<file path="src/rtl/ff_bank_cfg.sv">
// ff_bank_cfg
//   Bank of N independent single-bit storage channels. Each channel runs as an
//   SR, JK, D or T flip-flop, selected at runtime by its own 2-bit mode
//   register. A global enable gates all data updates. A sticky per-channel
//   flag records any enabled SR-mode cycle that had S=R=1.
//
// Ports
//   clk           rising-edge clock
//   reset         synchronous, active-high reset (priority over all inputs)
//   en            1 = channels update this cycle, 0 = all channels hold
//   a   [N]       S / J / D / T input per channel
//   b   [N]       R / K input per channel (ignored in D and T modes)
//   mode_we       write mode_wdata into channels selected by mode_mask
//   mode_mask [N] channel select for the mode write
//   mode_wdata[2] mode value (00=SR, 01=JK, 10=D, 11=T)
//   conflict_clr  clear all sticky conflict flags
//   q   [N]       registered channel state
//   qn  [N]       ~q
//   mode_o [2N]   mode of channel i at bits [2i+1:2i]
//   conflict [N]  sticky S=R=1 flag per channel
//
// No valid/ready handshakes: every input is sampled on every rising edge.

module ff_bank_cfg #(
  parameter int             N          = 4,
  parameter logic [N-1:0]   RESET_VAL  = '0,
  parameter logic [1:0]     RESET_MODE = 2'b00,
  parameter int             SR_BOTH    = 0
) (
  input  logic             clk,
  input  logic             reset,
  input  logic             en,
  input  logic [N-1:0]     a,
  input  logic [N-1:0]     b,
  input  logic             mode_we,
  input  logic [N-1:0]     mode_mask,
  input  logic [1:0]       mode_wdata,
  input  logic             conflict_clr,
  output logic [N-1:0]     q,
  output logic [N-1:0]     qn,
  output logic [2*N-1:0]   mode_o,
  output logic [N-1:0]     conflict
);

  localparam logic [1:0] MODE_SR = 2'b00;
  localparam logic [1:0] MODE_JK = 2'b01;
  localparam logic [1:0] MODE_D  = 2'b10;
  localparam logic [1:0] MODE_T  = 2'b11;

  logic [2*N-1:0] mode_q;
  logic [2*N-1:0] mode_next;
  logic [N-1:0]   q_next;
  logic [N-1:0]   conflict_next;

  // All decisions use the mode held before this edge, so a mode write and a
  // data update on the same edge see the old mode for the data update.
  always_comb begin
    q_next        = q;
    mode_next     = mode_q;
    conflict_next = conflict;
    for (int i = 0; i < N; i++) begin
      if (mode_we && mode_mask[i]) begin
        mode_next[2*i +: 2] = mode_wdata;
      end

      if (conflict_clr) begin
        conflict_next[i] = 1'b0;
      end

      if (en) begin
        unique case (mode_q[2*i +: 2])
          MODE_SR: begin
            unique case ({a[i], b[i]})
              2'b00: q_next[i] = q[i];
              2'b01: q_next[i] = 1'b0;
              2'b10: q_next[i] = 1'b1;
              default: begin
                if (SR_BOTH == 1)      q_next[i] = 1'b0;
                else if (SR_BOTH == 2) q_next[i] = 1'b1;
                else                   q_next[i] = q[i];
                // Set is applied after clear so a same-edge set wins.
                conflict_next[i] = 1'b1;
              end
            endcase
          end
          MODE_JK: begin
            unique case ({a[i], b[i]})
              2'b00:   q_next[i] = q[i];
              2'b01:   q_next[i] = 1'b0;
              2'b10:   q_next[i] = 1'b1;
              default: q_next[i] = ~q[i];
            endcase
          end
          MODE_D:  q_next[i] = a[i];
          MODE_T:  q_next[i] = a[i] ? ~q[i] : q[i];
          default: q_next[i] = q[i];
        endcase
      end
    end
  end

  always_ff @(posedge clk) begin
    if (reset) begin
      q        <= RESET_VAL;
      mode_q   <= {N{RESET_MODE}};
      conflict <= '0;
    end else begin
      q        <= q_next;
      mode_q   <= mode_next;
      conflict <= conflict_next;
    end
  end

  assign qn     = ~q;
  assign mode_o = mode_q;

endmodule
</file>
<file path="config.mk">
export PLATFORM = sky130hd
export DESIGN_NAME = ff_bank_cfg
export DESIGN_NICKNAME = d
export VERILOG_FILES = /design/src/rtl/ff_bank_cfg.sv
export SDC_FILE = /design/constraint.sdc
export NUM_CORES = 1
export LEC_CHECK = 0
export CORE_MARGIN = 10
export CORE_UTILIZATION = 35
export DETAILED_ROUTE_END_ITERATION = 6
export PLACE_DENSITY = 0.65
export RECOVER_POWER = 50
export REMOVE_ABC_BUFFERS = 1
export SLEW_MARGIN = 25
export SYNTH_ARGS = -nofsm -noshare
export SYNTH_HDL_FRONTEND = slang
export SYNTH_SLANG_ARGS = --single-unit
</file>
<file path="constraint.sdc">
create_clock -name clk -period 1.61 [get_ports clk]
set_input_delay 0.4025 -clock clk [delete_from_list [all_inputs] [get_ports clk]]
set_output_delay 0.4025 -clock clk [all_outputs]
set_load 0.05 [all_outputs]
</file>
Yosys cells after proc, flatten, opt, wreduce, memory -nomap -nowiden
Cells that the tools add are included.
{ "op_classes": {"eq_ne": 32, "muxes": 32, "bitwise": 5, "n_reduce_logical": 20} }
{ "op_table": {"columns": ["operator", "count"], "rows": [
  ["2-bit equality test, second input constant", 12],
  ["1-bit 2-to-1 mux", 20],
  ["2-bit by 1-bit equality test with 1-bit output, second input constant", 8],
  ["2-bit logical NOT", 8],
  ["2-bit != test, second input constant", 8],
  ["1-bit case mux with 4 select lines", 4],
  ["4-bit AND reduction", 4],
  ["3-bit != test, second input constant", 4],
  ["1-bit case mux with 3 select lines", 4],
  ["3-bit OR reduction", 4],
  ["1-bit case mux with 2 select lines", 4],
  ["1-bit logical AND", 4],
  ["1-bit NOT", 4],
  ["4-bit NOT", 1]
]} }
{ "totals": {"ff_bits": 16, "in_bits": 19, "wordCells": 98} }

Longest topological paths before layout
{ "logic_depth": {"ltp_word": 5, "ltp_mapped": 6} }

Worst setup path before layout
Ideal clock, no wire load.
{ "synth_timing": {"path_kind": "flip-flop to flip-flop", "from": "register mode_q[1], in the netlist mode_o[1]", "to": "register q[0]", "setup_ns": 0.116, "arrival_ns": 1.513, "required_time_ns": 1.494, "setup_slack_ns": -0.019, "stages_incl_launch_ff": 4, "period_less_slack_ns": 1.629, "cell_sequence": "dfxtp_1 mux2_2 o221a_2 a41o_1"} }
{ "synth_between": {"elab_chain_len": 3} }
{ "synth_rtl": {"columns": ["element", "line", "rtl"], "rows": [
  ["from (decl)", "50", "logic [2*N-1:0] mode_q;"],
  ["from (signal assigned)", "105", "mode_q <= {N{RESET_MODE}};"],
  ["from (signal assigned)", "109", "mode_q <= mode_next;"],
  ["2-bit by 1-bit equality test with 1-bit output, or another cell as far along", "71", "unique case (mode_q[2*i +: 2])"],
  ["2-bit != test (no source line) / 3-bit != test (equally long branches)", null, null],
  ["4-bit AND reduction (no source line)", null, null],
  ["to (signal assigned)", "108", "q <= q_next;"],
  ["to (decl)", "39", "output logic [N-1:0] q,"]
]} }
Parallel ways exist; a longest one is shown, timed or not.
A chain may end at the register's enable or synchronous reset.

Worst setup path in the final report
{ "layout_timing": {"from": "input port a[0]", "to": "register q[0]"} }
{ "layout_between": {"elab_chain_len": 3} }
{ "layout_rtl": {"columns": ["element", "line", "rtl"], "rows": [
  ["from (decl)", "33", "input logic [N-1:0] a,"],
  ["2-bit equality test, or another cell as far along", "73, 87", null],
  ["1-bit case mux with 3 select lines, or another cell as far along", "87", "unique case ({a[i], b[i]})"],
  ["1-bit case mux with 4 select lines / 4-bit AND reduction (equally long branches)", null, null]
]} }
Parallel ways exist; a longest one is shown, timed or not.

==> flow_summary.toml <==
[outcome]
status = "complete, no violations"

[grt]
antenna_found_initial = 0
grt_pass1_vias = 1152
grt_pass1_wl_microns = 5188
grtUsageTotal_pct = 11.59
grt_max_degree = 13
grt_overflow_total = 0

[synthesis]
ys_warn_count = 0
syn-cell-area_sq_um = 1072
synthArstFlopShare_pct = 0
synth.ff_latch_count = 16
synth-seq-area-share_pct = 29.87
yosys-top-cells-count = "dfxtp_1 (16), inv_1 (15), ha_1 (14), nand2_1 (14)"
yosysMostFrequentCell = "dfxtp_1"
ys_top_cells_by_area = "dfxtp_1 (30%), ha_1 (16%), nand3_1 (5.6%)"
syn_avg_cell_area_sq_um = 8.062
netlist_instances = 133
ys_types = 31
synth_top_area_share_pct = 29.87
synth_top_flop_cell = "dfxtp_1"
synth_edf_count = 0
yosys.area.top_type = "dfxtp_1"

[die]
core_sq_um = 3003
die_width_microns = 75.35
die_y_microns = 75.35
start_util_pct = 35.71
rows = 20
die_area_sq_um = 5678
ioPinCount = 39

[place]
gp_congestion = 0.7239
placedCellCount = 217
placed_cell_area_sq_um = 1803
port_buffers = 38
hpwl_microns = 2524

[setup_path]
critical_path_peak_fanout = 4
path_class = "in2reg"
crit_path_start = "a[0]"
r2r_start = "mode_o[1]$_SDFFE_PP0P_"
start_kind = "primary input"
cp_top_family = "compound AO/OA/AOI/OAI gates"
slowest_stage = "a311oi_1"
cp_slowest_stage_delay_ns = 0.30
cp.required_ns = 1.85
path_cells = "dlygate4sd2_1, inv_1, ha_1, nor4_1, a31oi_1, a311oi_1, a41o_1"
ff2ff_path_depth = 5
end_kind = "register"
cp_num_buf_inv = 2
r2r-end = "q[0]$_SDFFE_PP0P_"
reg2reg_slack_ns = 0.26
arrival_ns = 1.73

[clock_tree]
clockBufferDepth = 2
path_clk_slew_ns = 0.10
cts_tree = "done"
clk_latency_ns = 0.29
cts_hold_buf = 0
cts.htree.levels = 1
clock-sinks = 16
clockRootBuffer = "clkbuf_4"
cts_buffers = 3

[detailed_routing]
wirelength_microns = 3163
ant_nets = 0
wire_per_inst_microns = 14.25
drtIter0Drc = 47
drc_errors = 0
viasPerCell = 5.113
dr.pass1.iters = 4
vias = 1135

[sta]
hold_viol = 0
worst_pin_slew_ns = 0.5201
period_needed_ns = 1.491
slew_headroom_pct = 65.27
finClkSkew_ns = 0.005127
finalCritPeriodShare_pct = 92.63
max_freq_mhz = 670.6
rsz0062_at_grt = "false"
final_max_slew_viol_count = 0
setup_viol_count_final = 0

[final_layout]
final_nets = 223
stdcell_count = 222
antenna_cells = 0
fin_area_sq_um = 1817
drive_gt1_share_pct = 29.10
fillers = 255
area_delta_synth_final_pct = 69.43

[power_and_ir_drop]
clkPwrFrac_pct = 23.3
leakagePower_uw = 0.0008782
powerDensity_nw_per_um2 = 642.4
combPwrFrac_pct = 38.2
power_frac_seq_pct = 38.5
switching_share_pct = 33.92
peakVddDrop_mv = 0.3733
internal_power_uw = 771.2
power_switching_uw = 395.8

[run]
drv_cap = 0

[worst_hold_path]
hold_start = "conflict[3]$_SDFF_PP0_"
min_path_cells = 2
holdPathEnd = "conflict[3]$_SDFF_PP0_"
hold_path_class = "reg2reg"
==> state kept, by name (all words and copies together), names as in the netlist <==
signal	flops
mode_o	8
conflict	4
q	4
==> cells in the final DEF, fill, tap and decap left out, drive strengths merged, types with 3 or more instances in the layout <==
master and instances:
dfxtp 16, a21oi 10, a311oi 4, clkbuf 7, dlygate4sd2 4, a32oi 4
clkdlybuf4s50 8, nand2 14, nand2b 4, ha 14, nor2 12, a31oi 3
nor2b 4, nand3 12, buf 32, dlymetal6s2s 7, inv 16
==> worst reg2reg max path, stage by stage (launching register included) <==
cell,delay [ns]
dfxtp_1,0.36
buf_4,0.17
nor4_1,0.25
a31oi_1,0.09
a311oi_1,0.30
a41o_1,0.13
==> worst max path at each step <==
stage	cells past startpoint	slack, ns	to
CTS	7	0.001	q[2]$_SDFFE_PP0P_
global route	7	0.04	q[0]$_SDFFE_PP0P_
finish	7	0.12	q[0]$_SDFFE_PP0P_
global placement	7	-0.32	q[1]$_SDFFE_PP0P_
detailed placement	7	-0.39	q[0]$_SDFFE_PP0P_
floorplan	3	-0.02	q[0]$_SDFFE_PP0P_
==> layer usage <==
metal	part of all wire [%]	global-route usage, %	up-vias	routed length (microns)
li1	-	-	580	-
met2	52	20.68	21	1640
met1	41	12.29	527	1286
met5	0	0	-	0
met3	5.1	2.865	7	162
met4	2.3	5.979	0	74
==> timing repair <==
action / CTS / global route
pin swaps: 8 / 6
gates resized for setup: 8 / 10
gates cloned: 0 / 0
setup buffers: 1 / 0
endpoints found under the setup margin: 4 / 2
==> layout make-up <==
class / instances / area (sq um) / share of cell area [%]
Clock buffer: 4 / 36.28 / 1.997
Inverter: 16 / 60.06 / 3.306
Multi-Input combinational cell: 97 / 705.7 / 38.84
Sequential cell: 16 / 320.3 / 17.63
Tap cell: 33 / 41.29 / 2.273
Timing Repair Buffer: 56 / 653.1 / 35.95
==> kinds of logic after synthesis <==
group	after synthesis	synth area share, %
DFF	16	29.87
buffers and inverters	20	7.351
AOI/OAI and AO/OA	31	22.40
adders and majority gates	14	16.34
and+or+nand+nor	51	22.99
muxes	1	1.050
==> power by group through the flow <==
stage	sequential (uW)	combinational (uW)	clock [uW]
after floorplan	519	143	0
after global placement	461	445	0
after detailed placement	462	457	0
after CTS	453	464	274
after global routing	455	481	286
final	449	446	272
==> through the flow <==
step	power [uW]	hold slack [ns]	worst slack, ns	TNS (ns)	utilization, %
2_1_floorplan	661.5	0.4716	-0.01939	-0.01939	-
3_3_place_gp	905.6	0.4919	-0.3216	-1.177	60.04
3_5_place_dp	918.5	0.5086	-0.3924	-1.397	60.04
4_1_cts	1191	0.5279	0.0009537	0	61.96
5_1_grt	1221	0.5379	0.04364	0	60.50
6_report	1167	0.4968	0.1187	0	60.50
Power figures use the tool's default switching activity.
